[config.mk]
export PLATFORM = sky130hd
export DESIGN_NAME = sap_datapath
export DESIGN_NICKNAME = d
export VERILOG_FILES = /design/src/rtl/sap_pkg.sv /design/src/rtl/sap_ram.sv /design/src/rtl/sap_datapath.sv
export SDC_FILE = /design/constraint.sdc
export NUM_CORES = 1
export LEC_CHECK = 0
export CAP_MARGIN = 30
export CORE_MARGIN = 1.5
export CORE_UTILIZATION = 40
export CTS_CLUSTER_SIZE = 25
export DETAILED_ROUTE_END_ITERATION = 6
export PLACE_DENSITY_LB_ADDON = 0.05
export SETUP_SLACK_MARGIN = 0.4
export SLEW_MARGIN = 0
export SYNTH_ARGS = -nofsm -noshare
export SYNTH_HDL_FRONTEND = slang
export SYNTH_SLANG_ARGS = --single-unit
[constraint.sdc]
create_clock -name clk -period 5.1 [get_ports clk]
set_input_delay 0.765 -clock clk [delete_from_list [all_inputs] [get_ports clk]]
set_output_delay 0.765 -clock clk [all_outputs]
set_load 0.005 [all_outputs]
[src/rtl/sap_pkg.sv]
// sap_pkg: shared constants and types for the SAP CPU datapath.
//   DATA_W / ADDR_W : default bus and address widths
//   bus_src_t       : which source currently owns the shared bus
//   ctrl_t          : decoder control word, bit order {hlt ... j}
package sap_pkg;

  localparam int DATA_W = 8;
  localparam int ADDR_W = 4;

  typedef enum logic [2:0] {
    SRC_NONE,
    SRC_SUM,
    SRC_A,
    SRC_RAM,
    SRC_IR,
    SRC_PC
  } bus_src_t;

  typedef struct packed {
    logic hlt;
    logic mi;
    logic ri;
    logic ro;
    logic io;
    logic ii;
    logic ai;
    logic ao;
    logic sumo;
    logic sub;
    logic bi;
    logic oi;
    logic ce;
    logic co;
    logic j;
  } ctrl_t;

  // Fixed bus priority: sumo > ao > ro > io > co.
  function automatic bus_src_t sel_bus_src(input ctrl_t c);
    if (c.sumo)    return SRC_SUM;
    else if (c.ao) return SRC_A;
    else if (c.ro) return SRC_RAM;
    else if (c.io) return SRC_IR;
    else if (c.co) return SRC_PC;
    else           return SRC_NONE;
  endfunction

endpackage

[src/rtl/sap_ram.sv]
// sap_ram: 2^ADDR_W x DATA_W program/data RAM.
//   clk                         : write clock (posedge)
//   prog_mode/prog_we/prog_addr/prog_data : program-load write port
//   dp_we/dp_addr/dp_data       : datapath write port (used when not in prog_mode)
//   raddr/rdata                 : asynchronous read port
module sap_ram #(
  parameter int DATA_W = sap_pkg::DATA_W,
  parameter int ADDR_W = sap_pkg::ADDR_W
) (
  input  logic              clk,
  input  logic              prog_mode,
  input  logic              prog_we,
  input  logic [ADDR_W-1:0] prog_addr,
  input  logic [DATA_W-1:0] prog_data,
  input  logic              dp_we,
  input  logic [ADDR_W-1:0] dp_addr,
  input  logic [DATA_W-1:0] dp_data,
  input  logic [ADDR_W-1:0] raddr,
  output logic [DATA_W-1:0] rdata
);
  import sap_pkg::*;

  logic [DATA_W-1:0] mem [2**ADDR_W];

  logic              we;
  logic [ADDR_W-1:0] waddr;
  logic [DATA_W-1:0] wdata;

  // The program port owns the write side for the whole of prog_mode.
  assign we    = prog_mode ? prog_we   : dp_we;
  assign waddr = prog_mode ? prog_addr : dp_addr;
  assign wdata = prog_mode ? prog_data : dp_data;

  // NOTE: the array has no reset so a loaded program survives a CPU reset and
  // the storage maps onto plain RAM cells rather than resettable flops.
  // NOTE: sequential state is always written with <= so every flop samples
  // pre-edge values regardless of block ordering.
  always_ff @(posedge clk) begin
    if (we) mem[waddr] <= wdata;
  end

  assign rdata = mem[raddr];

endmodule

[src/rtl/sap_datapath.sv]
// sap_datapath: register/bus datapath of the 8-bit SAP CPU.
//   clk, rst (async, active-low)
//   prog_mode, prog_we, prog_addr, prog_data : program-load port
//   hlt..j      : one-hot-ish decoder control lines, valid from negedge
//   insn        : instruction register
//   cf, zf      : carry / zero flags (updated only on sumo)
//   out_val     : output register
//   pc_dbg      : program counter
//   bus_dbg     : combinational bus value (0 in prog_mode)
//   halted      : sticky halt, cleared only by reset
module sap_datapath #(
  parameter int DATA_W = sap_pkg::DATA_W,
  parameter int ADDR_W = sap_pkg::ADDR_W
) (
  input  logic              clk,
  input  logic              rst,
  input  logic              prog_mode,
  input  logic              prog_we,
  input  logic [ADDR_W-1:0] prog_addr,
  input  logic [DATA_W-1:0] prog_data,
  input  logic              hlt,
  input  logic              mi,
  input  logic              ri,
  input  logic              ro,
  input  logic              io,
  input  logic              ii,
  input  logic              ai,
  input  logic              ao,
  input  logic              sumo,
  input  logic              sub,
  input  logic              bi,
  input  logic              oi,
  input  logic              ce,
  input  logic              co,
  input  logic              j,
  output logic [DATA_W-1:0] insn,
  output logic              cf,
  output logic              zf,
  output logic [DATA_W-1:0] out_val,
  output logic [ADDR_W-1:0] pc_dbg,
  output logic [DATA_W-1:0] bus_dbg,
  output logic              halted
);
  import sap_pkg::*;

  ctrl_t             ctrl;
  bus_src_t          bus_src;
  logic              active;
  logic [DATA_W-1:0] bus;
  logic [DATA_W-1:0] a_q, b_q, ir_q, out_q;
  logic [ADDR_W-1:0] mar_q, pc_q;
  logic [DATA_W-1:0] ram_rdata;
  logic [DATA_W:0]   sum;

  assign ctrl = {hlt, mi, ri, ro, io, ii, ai, ao, sumo, sub, bi, oi, ce, co, j};

  // Loads happen only outside prog_mode, before halt, and not on the halt edge.
  assign active  = !prog_mode && !halted && !ctrl.hlt;
  assign bus_src = prog_mode ? SRC_NONE : sel_bus_src(ctrl);

  // sub turns the adder into A + ~B + 1; carry out of bit DATA_W is the flag.
  assign sum = {1'b0, a_q} + {1'b0, (ctrl.sub ? ~b_q : b_q)}
             + {{DATA_W{1'b0}}, ctrl.sub};

  // NOTE: bus gets a default before the case so no path leaves it unassigned,
  // which would otherwise infer a latch.
  always_comb begin
    bus = '0;
    unique case (bus_src)
      SRC_SUM:  bus = sum[DATA_W-1:0];
      SRC_A:    bus = a_q;
      SRC_RAM:  bus = ram_rdata;
      SRC_IR:   bus = {{(DATA_W-ADDR_W){1'b0}}, ir_q[ADDR_W-1:0]};
      SRC_PC:   bus = {{(DATA_W-ADDR_W){1'b0}}, pc_q};
      default:  bus = '0;
    endcase
  end

  always_ff @(posedge clk or negedge rst) begin
    if (!rst) begin
      a_q    <= '0;
      b_q    <= '0;
      ir_q   <= '0;
      mar_q  <= '0;
      out_q  <= '0;
      pc_q   <= '0;
      cf     <= 1'b0;
      zf     <= 1'b0;
      halted <= 1'b0;
    end else begin
      if (!prog_mode && ctrl.hlt) halted <= 1'b1;
      if (active) begin
        if (ctrl.mi) mar_q <= bus[ADDR_W-1:0];
        if (ctrl.ii) ir_q  <= bus;
        if (ctrl.ai) a_q   <= bus;
        if (ctrl.bi) b_q   <= bus;
        if (ctrl.oi) out_q <= bus;
        if (ctrl.j)       pc_q <= bus[ADDR_W-1:0];
        else if (ctrl.ce) pc_q <= pc_q + ADDR_W'(1);
        if (ctrl.sumo) begin
          cf <= sum[DATA_W];
          zf <= (sum[DATA_W-1:0] == '0);
        end
      end
    end
  end

  sap_ram #(
    .DATA_W (DATA_W),
    .ADDR_W (ADDR_W)
  ) u_ram (
    .clk       (clk),
    .prog_mode (prog_mode),
    .prog_we   (prog_we),
    .prog_addr (prog_addr),
    .prog_data (prog_data),
    .dp_we     (active && ctrl.ri),
    .dp_addr   (mar_q),
    .dp_data   (bus),
    .raddr     (mar_q),
    .rdata     (ram_rdata)
  );

  assign insn    = ir_q;
  assign out_val = out_q;
  assign pc_dbg  = pc_q;
  assign bus_dbg = bus;

endmodule

==> results of run 1 <==
==> Yosys cell counts, types with 3 or more instances <==
master | instances | area (µm²)
edfxtp_1 | 128 | 3844
nor2_1 | 68 | 255.2
a21oi_1 | 49 | 245.2
dfrtp_1 | 43 | 1076
mux4_2 | 34 | 765.7
nand2_1 | 17 | 63.81
nand3_1 | 17 | 85.08
clkbuf_1 | 16 | 60.06
inv_1 | 14 | 52.55
o21ai_0 | 12 | 60.06
nor3_1 | 10 | 50.05
mux2i_1 | 9 | 90.09
xor2_1 | 9 | 78.83
ha_1 | 8 | 100.1
a21o_1 | 6 | 45.04
buf_2 | 6 | 30.03
nor2b_1 | 5 | 31.28
a31oi_1 | 4 | 25.02
and2_1 | 4 | 25.02
buf_6 | 4 | 45.04
nand2b_1 | 4 | 25.02
o21ai_1 | 4 | 20.02
a32oi_1 | 3 | 26.28
and2_0 | 3 | 18.77
and3_1 | 3 | 18.77
buf_4 | 3 | 22.52
nand3b_1 | 3 | 22.52
nor3_2 | 3 | 30.03
nor3b_1 | 3 | 22.52
nor4_1 | 3 | 18.77
o211ai_1 | 3 | 22.52
o22ai_1 | 3 | 18.77
or2_2 | 3 | 18.77
==> final timing paths <==
path                                    end  slack [ns]  depth (start not counted)
setup / recovery                 bus_dbg[2]        0.73                          6
hold / removal                       a_q[7]        0.19                          1
setup reg to reg           u_ram.mem[15][5]        1.72                          8
hold reg to reg                          cf        0.53                          2
max in group asynchronous          mar_q[0]        4.42                          2
min in group clk                         cf        0.53                          2
==> sequential cells by signal, summed over array words and instances (netlist names) <==
register,count
cf,1
halted,1
pc_dbg,4
b_q,8
u_ram.mem,128
insn,8
zf,1
a_q,8
out_val,8
mar_q,4
==> critical path: cells and delay by family (launching register included) <==
kind | cells | cell delay (ns)
buffers and inverters | 3 | 0.83
muxes | 2 | 1.08
DFF | 1 | 0.91
AOI/OAI and AO/OA | 1 | 0.32
==> power breakdown <==
group / switching (µW) / total (µW) / internal (µW) / leakage, µW
clock: 590 / 1240 / 647 / 0.000259
sequential: 74.7 / 1680 / 1600 / 0.00169
combinational: 420 / 772 / 352 / 0.00127
total: 1090 / 3680 / 2600 / 0.00323
==> what timing repair did <==
item | 4_1_cts | 5_1_grt
buffers inserted | 0 | 0
endpoints found under the setup margin | 0 | 3
resized for setup | 0 | 1
==> through the flow <==
stage               area [µm²]  total power (µW)  hold slack, ns  util [%]  std cells
floorplan                 7746              2138          0.4694         -        544
global placement          8641              2465          0.5111     45.89        851
detailed placement        8687              2482          0.5184     46.13        855
CTS                       9248              3716          0.1775     49.11        887
global route              9250              3843          0.1892     49.12        887
finish                    9250              3685          0.1924     49.12        887
==> layout by cell type (no fill, tap or decap), drive strengths merged, types with 17 or more instances in the layout <==
| cell | n |
|---|---|
| nand3 | 17 |
| dfrtp | 43 |
| a21oi | 51 |
| nor2 | 68 |
| nand2 | 17 |
| buf | 22 |
| inv | 21 |
| clkbuf | 19 |
| mux4 | 34 |
| edfxtp | 128 |
| clkdlybuf4s50 | 59 |
==> routing by layer <==
layer | vias up | track usage (%)
met5 | - | 0
met4 | 0 | 5.589
met3 | 16 | 4.778
met2 | 109 | 36.15
met1 | 2407 | 26.74
li1 | 2226 | -
==> layout make-up <==
| class | count | area share, % |
|---|---|---|
| clock inverter | 13 | 1.380 |
| clock buffer | 19 | 4.680 |
| timing repair buffer | 82 | 8.454 |
| multi-input combinational | 328 | 28.20 |
| inverter | 14 | 0.5681 |
| tap | 260 | 3.517 |
| sequential | 171 | 53.20 |
==> kinds of logic (layout without fill, tap and decap cells) <==
family | count (synthesis) | count (layout) | synth area share (%)
xor+xnor | 11 | 11 | 1.244
fa+ha+maj | 9 | 9 | 1.551
flops | 171 | 171 | 63.51
compound gates | 110 | 110 | 9.595
simple gates | 153 | 153 | 9.950
buf+inv | 45 | 128 | 2.811
mux | 45 | 45 | 11.34
==> results.txt, run 1 <==
outcome = completed
critical path required time = 4.34 ns
antenna cells = 0
die area = 20210 µm²
CTS tree = built
core area = 18830 µm²
final WL = 19.92 mm
gr usage total = 20.97%
Cell Chain, Critical Path = buf_4 -> mux4_2 -> mux4_2 -> a21oi_4 -> inv_1 -> clkdlybuf4s50_1
fin crit period = 4.366 ns
CTS max path bufs = 2
Synth Flop Type = edfxtp_1
worst endpoint data arrival time = 3.60 ns
global-route wire length before repair = 30.16 mm
Via density = 5.364
post-synthesis sequential area ratio = 63.51%
register area = 4921 µm²
Pleak = 0.003227 µW
fin. max-slew vios = 0
CP Max Fanout = 25
Die Height = 142.2 µm
Distinct cells, synth = 61
CP startpoint = mar_q[0]
# rows = 50
Area growth syn-to-layout = 19.42%
Multi-input gate area = 2609 µm²
CTS sink count = 171
slew at the pin with the worst max-slew slack = 0.9950 ns
latest clock arrival within the worst-skew pair = 0.43 ns
PwrDens = 398.4 nW/µm²
Initial Util = 41.14%
Clock Skews = 0.009784 ns
initial antenna violation count = 0
H-tree lvl count = 4
slowest stage delay, CP = 0.91 ns
IO Count = 62
Worst VDD drop = 0.0002340 V
RR Startpoint = mar_q[0]
vias in the first global route = 4940
# fillers = 1638
number of synthesized flops with an enable pin = 128
Post-Syn Nets = 584
setup TNS = 0 ns
post-synthesis async set-or-reset flop share = 25.15%
endpoints failing hold = 0
Hold WC Path Type = primary input to asynchronous set/reset pin
Max Used Layer = met4
grt total ovfl = 0
Horiz. Die Dim = 142.2 µm
post-DR wirelength/cell = 22.46 µm
setup violators final = 0
met2 WL = 10.14 mm
CTS clock-pin slew for the worst setup and hold paths = 0.07 ns
met1 WL = 8.658 mm
CP Launch Type = flop
Final HPWL DP = 14.20 mm
placer congestion estimate = 0.8639
crit path max-delay cell type = dfrtp_2
Mapped Cells = 544
fmax = 229.1 MHz
DRC = 0
share of layout cells above drive strength 1 = 16.59%
initial DRC count = 324
DP Worst Slack = 0.4186 ns
Port Buffers = 61
fin crit share = 85.61%
routed wl met3 = 827 µm
CTS root buffer = clkbuf_16
hold buffer count at cts = 0
RSZ-0062 raised after global routing = no
Worst Slack Setup Final = 0.7341 ns
synthesized cell area = 7746 µm²
Critical Path Most Common Cell = mux4_2
vias = 4758
crit path kind = flop to output port
DRT Pass-1 Iters = 5
Critical Path Sink Type = output port
Max-slew headroom = 33.63%
Syn Area/Cell = 14.24 µm²
largest net degree at the start of global routing = 36
CTS buffer count = 17
max_cap viols = 0
Ys Warns = 0
flops & latches, synth = 171
Final Net Count = 654
DRT antenna net count = 0
Note: power is estimated with default switching activity, not from simulation.
==> run 2: changes to the inputs <==
RECOVER_POWER = 25   (was not set)
==> run 2 against run 1 <==
Compared with the run above:
- highest routed layer unchanged
- global-route usage unchanged
- the run now ends with capacitance limit, slew limit left
- final cell count is the same
- register-to-register slack lost 0.07 ns
- non-clock buffer count unchanged
- fmax fell by 3.7%
- wire length decreased by 0.38%
- die area is the same
==> results.txt, run 2 (synthesis gave the netlist of run 1 again) <==
outcome = finished with violations
failing checks = capacitance limit, slew limit
antenna cells = 0
latest clock arrival within the worst-skew pair = 0.43 ns
post-CTS setup buffers = 0
Port Buffers = 61
Final HPWL DP = 14.20 mm
most frequent cells in the layout = edfxtp_1, nor2_1, a21oi_1
max_cap viols = 1
slowest stage delay, CP = 0.79 ns
H-tree lvl count = 4
DRT antenna net count = 0
Worst Slack Setup Final = 0.5650 ns
IO Count = 62
Critical Path Sink Type = output port
vias in the first global route = 4940
Initial Util = 41.14%
setup TNS = 0 ns
endpoints failing hold = 0
Largest register FFs = 128
placer congestion estimate = 0.8639
final core occ = 48.82%
Worst VDD drop = 0.0002341 V
Hold WC Path Type = primary input to asynchronous set/reset pin
Max-slew headroom = -32.85%
CTS root buffer = clkbuf_16
CP Launch Type = primary input
DP Worst Slack = 0.4186 ns
Pleak = 0.003213 µW
RSZ-0062 raised after global routing = no
worst endpoint data arrival time = 3.77 ns
CTS clock-pin slew for the worst setup and hold paths = 0.07 ns
crit path kind = primary input to output port
CTS sink count = 171
vias = 4737
DRT Pass-1 Iters = 5
CTS max path bufs = 2
DRC = 0
Clock Skews = 0.008487 ns
fmax = 220.5 MHz
final WL = 19.85 mm
post-DR wirelength/cell = 22.38 µm
hold buffer count at cts = 0
Via density = 5.340
core area = 18830 µm²
commonest non-fill, non-tap cell in the layout = edfxtp_1
CTS buffer count = 17
fin. max-slew vios = 36
initial antenna violation count = 0
Horiz. Die Dim = 142.2 µm
Worst Path Buf+Inv = 4
global-route wire length before repair = 30.16 mm
largest net degree at the start of global routing = 36
initial DRC count = 346
Tot Pwr = 3655 µW
share of layout cells above drive strength 1 = 15.15%
critical path required time = 4.34 ns
CP Max Fanout = 16
slew at the pin with the worst max-slew slack = 1.993 ns
largest reg by FF count = u_ram.mem
Final Net Count = 654
Area growth syn-to-layout = 18.67%
gr usage total = 20.97%
Cell Chain, Critical Path = dlygate4sd3_1 -> clkbuf_1 -> nor2b_1 -> o21a_1 -> nor3_1 -> inv_1 -> clkdlybuf4s50_1
# rows = 50
CTS tree = built
crit-path leading delay family = buffers and inverters
setup violators final = 0
Die Height = 142.2 µm
PwrDens = 397.6 nW/µm²
fin crit share = 88.92%
crit path max-delay cell type = dlygate4sd3_1
fin crit period = 4.535 ns
die area = 20210 µm²
grt total ovfl = 0
==> run 2: power breakdown <==
part | internal [µW] | total (µW) | switching [µW]
clock | 647 | 1230 | 588
combinational | 331 | 747 | 416
sequential | 1600 | 1670 | 73.2
==> run 2: layer usage <==
layer | track usage, % | wire [µm]
met5 | 0 | 0
met1 | 26.74 | 8596
met2 | 36.15 | 10130
met3 | 4.778 | 835
met4 | 5.589 | 283
==> run 2: final cells by class <==
class                   instances  area [µm²]
clock buffers                  19       432.9
clock inverters                13       127.6
fillers                      1644        9638
inverters                      14       52.55
multi-input cells             328        2592
flip-flops and latches        171        4921
well taps                     260       325.3
repair buffers                 82       740.7
==> run 2: worst paths after layout <==
kind                            from         endpoint  slack [ns]  cells past startpoint
min in group clk              halted           halted        0.52                      1
hold reg to reg               halted           halted        0.52                      1
hold / removal                   rst           a_q[7]        0.27                      1
setup reg to reg            mar_q[1]  u_ram.mem[4][3]        1.65                      7
max in group asynchronous        rst         mar_q[0]        2.46                      2
setup / recovery           prog_mode       bus_dbg[6]        0.56                      7
==> run 2: timing repair <==
item	CTS	global route
gates resized for setup	0	1
hold endpoints to repair	0	0
endpoints found under the setup margin	0	3
==> run 2: metrics by stage <==
step | hold slack (ns) | instance area, µm² | std cells
final | 0.2667 | 9193 | 887
after floorplan | 0.4694 | 7746 | 544
after global routing | 0.3033 | 9193 | 887
after detailed placement | 0.5184 | 8687 | 855
after CTS | 0.1775 | 9248 | 887
after global placement | 0.5111 | 8641 | 851
==> run 3: changes to the inputs <==
CORE_UTILIZATION = 50   (was 40)
==> run 3 against run 2 <==
Compared with the run above:
- the flow still finishes with violations (capacitance limit, slew limit)
- core utilization grew 12 points
- sequential power is essentially flat
- design area grew 0.14%
- sequential cell count is the same
- clock power is essentially flat
- total power grew 0.48%
- hold slack lost 0.10 ns
- sequential share of layout area shrank 0.086 points
- register-to-register slack gained 0.07 ns
- largest cell class unchanged
- highest routed layer unchanged
==> results.txt, run 3 (synthesis gave the netlist of run 1 again) <==
outcome = finished with violations
Via density = 5.903
setup violators final = 0
CTS sink count = 171
Clock Skews = 0.01523 ns
Flop pwr share = 45.2%
grt total ovfl = 0
fin crit share = 87.44%
Initial Util = 51.14%
CTS max path bufs = 2
most frequent cells in the layout = edfxtp_1, nor2_1, a21oi_1
post-DR wirelength/cell = 23.04 µm
DRC = 0
fin. max-slew vios = 40
initial antenna violation count = 0
DRT Pass-1 Iters = 5
Final HPWL DP = 13.33 mm
H-tree lvl count = 4
# fillers = 1166
worst endpoint data arrival time = 3.69 ns
antenna cells = 0
placer congestion estimate = 0.8753
core area = 15150 µm²
CTS tree = built
RR Startpoint = mar_q[0]
gr usage total = 25.32%
Hold WC Path Type = primary input to asynchronous set/reset pin
crit path kind = primary input to output port
CP startpoint = prog_mode
worst setup path endpoint = bus_dbg[1]
vias = 4864
Largest register FFs = 128
endpoints failing hold = 0
commonest non-fill, non-tap cell in the layout = edfxtp_1
die area = 16250 µm²
Horiz. Die Dim = 127.5 µm
Final Net Count = 663
slew at the pin with the worst max-slew slack = 2.144 ns
failing checks = capacitance limit, slew limit
fmax = 224.3 MHz
sw frac = 29.53%
largest reg by FF count = u_ram.mem
final core occ = 60.78%
Net Switching = 1085 µW
vias in the first global route = 5084
Worst VDD drop = 0.0002942 V
cell depth of the worst flop-to-flop path = 7
CTS clock-pin slew for the worst setup and hold paths = 0.07 ns
largest net degree at the start of global routing = 40
critical path required time = 4.34 ns
final WL = 18.99 mm
Int Pwr = 2588 µW
# rows = 45
Clock Power Share = 34.0%
DRT antenna net count = 0
Critical Path Sink Type = output port
Pleak = 0.003293 µW
IO Count = 62
fin crit period = 4.459 ns
reg2reg end = u_ram.mem[0][0]
initial DRC count = 498
RSZ-0062 raised after global routing = no
max_cap viols = 1
PwrDens = 399.0 nW/µm²
latest clock arrival within the worst-skew pair = 0.43 ns
setup TNS = 0 ns
CTS root buffer = clkbuf_16
Area growth syn-to-layout = 18.83%
Die Height = 127.5 µm
Port Buffers = 61
CP Launch Type = primary input
CP Max Fanout = 10
r2r setup slk = 1.72 ns
share of layout cells above drive strength 1 = 16.51%
global-route wire length before repair = 29.64 mm
Comb pwr share = 20.8%
CTS buffer count = 17
Max-slew headroom = -42.96%
## run 3: how the worst min path moves through the flow
stage                     start     end  slack (ns)
after floorplan             rst  a_q[0]        0.47
after global placement       cf      cf        0.50
after detailed placement     cf      cf        0.52
after CTS                   rst      cf        0.14
after global routing        rst      cf        0.19
final                       rst      cf        0.17
## run 3: repair_timing
item / CTS / global route
resized for setup: 0 / 2
hold buffers: 0 / 0
buffers inserted: 0 / 0
setup endpoints to repair: 0 / 4
## run 3: through the flow
stage	setup slack (ns)	power (µW)	hold WS, ns	area, µm²	cells
after global placement	0.5300	2450	0.4985	8617	788
after CTS	0.4560	3715	0.1403	9255	824
after floorplan	1.710	2138	0.4694	7746	544
after global routing	0.3806	3817	0.1908	9205	824
final	0.6408	3673	0.1654	9205	824
after detailed placement	0.4581	2476	0.5158	8680	792
## run 3: final cells by class
cell class                 instances  area, µm²  share of cell area (%)
clock buffer                      17      425.4                   4.621
clock inverter                    15      150.1                   1.631
inverter                          14      52.55                  0.5709
multi-input combinational        328       2594                   28.18
sequential                       171       4920                   53.45
tap                              188      235.2                   2.555
timing repair buffer              91      828.3                   8.998
## run 3: metal layers
layer  vias to the layer above  track usage (%)  wire, µm
met4                         0            6.684       256
met2                       131            44.58      9978
met5                         -                0         0
met3                        16            4.229       766
met1                      2466            32.76      7985
li1                       2251                -         -
## run 3: power by group through the flow
stage                     sequential [µW]  clock (µW)  combinational, µW
after floorplan                      1670           0                466
after global placement               1690           0                758
after detailed placement             1690           0                787
after CTS                            1660        1270                790
after global routing                 1670        1310                834
final                                1660        1250                765
## run 3: critical path, stage by stage
cell	delay [ns]
dlygate4sd3_1	0.72
nor4_1	0.94
nand3_1	0.22
o2111a_1	0.19
and2_1	0.26
inv_1	0.09
clkdlybuf4s50_1	0.50
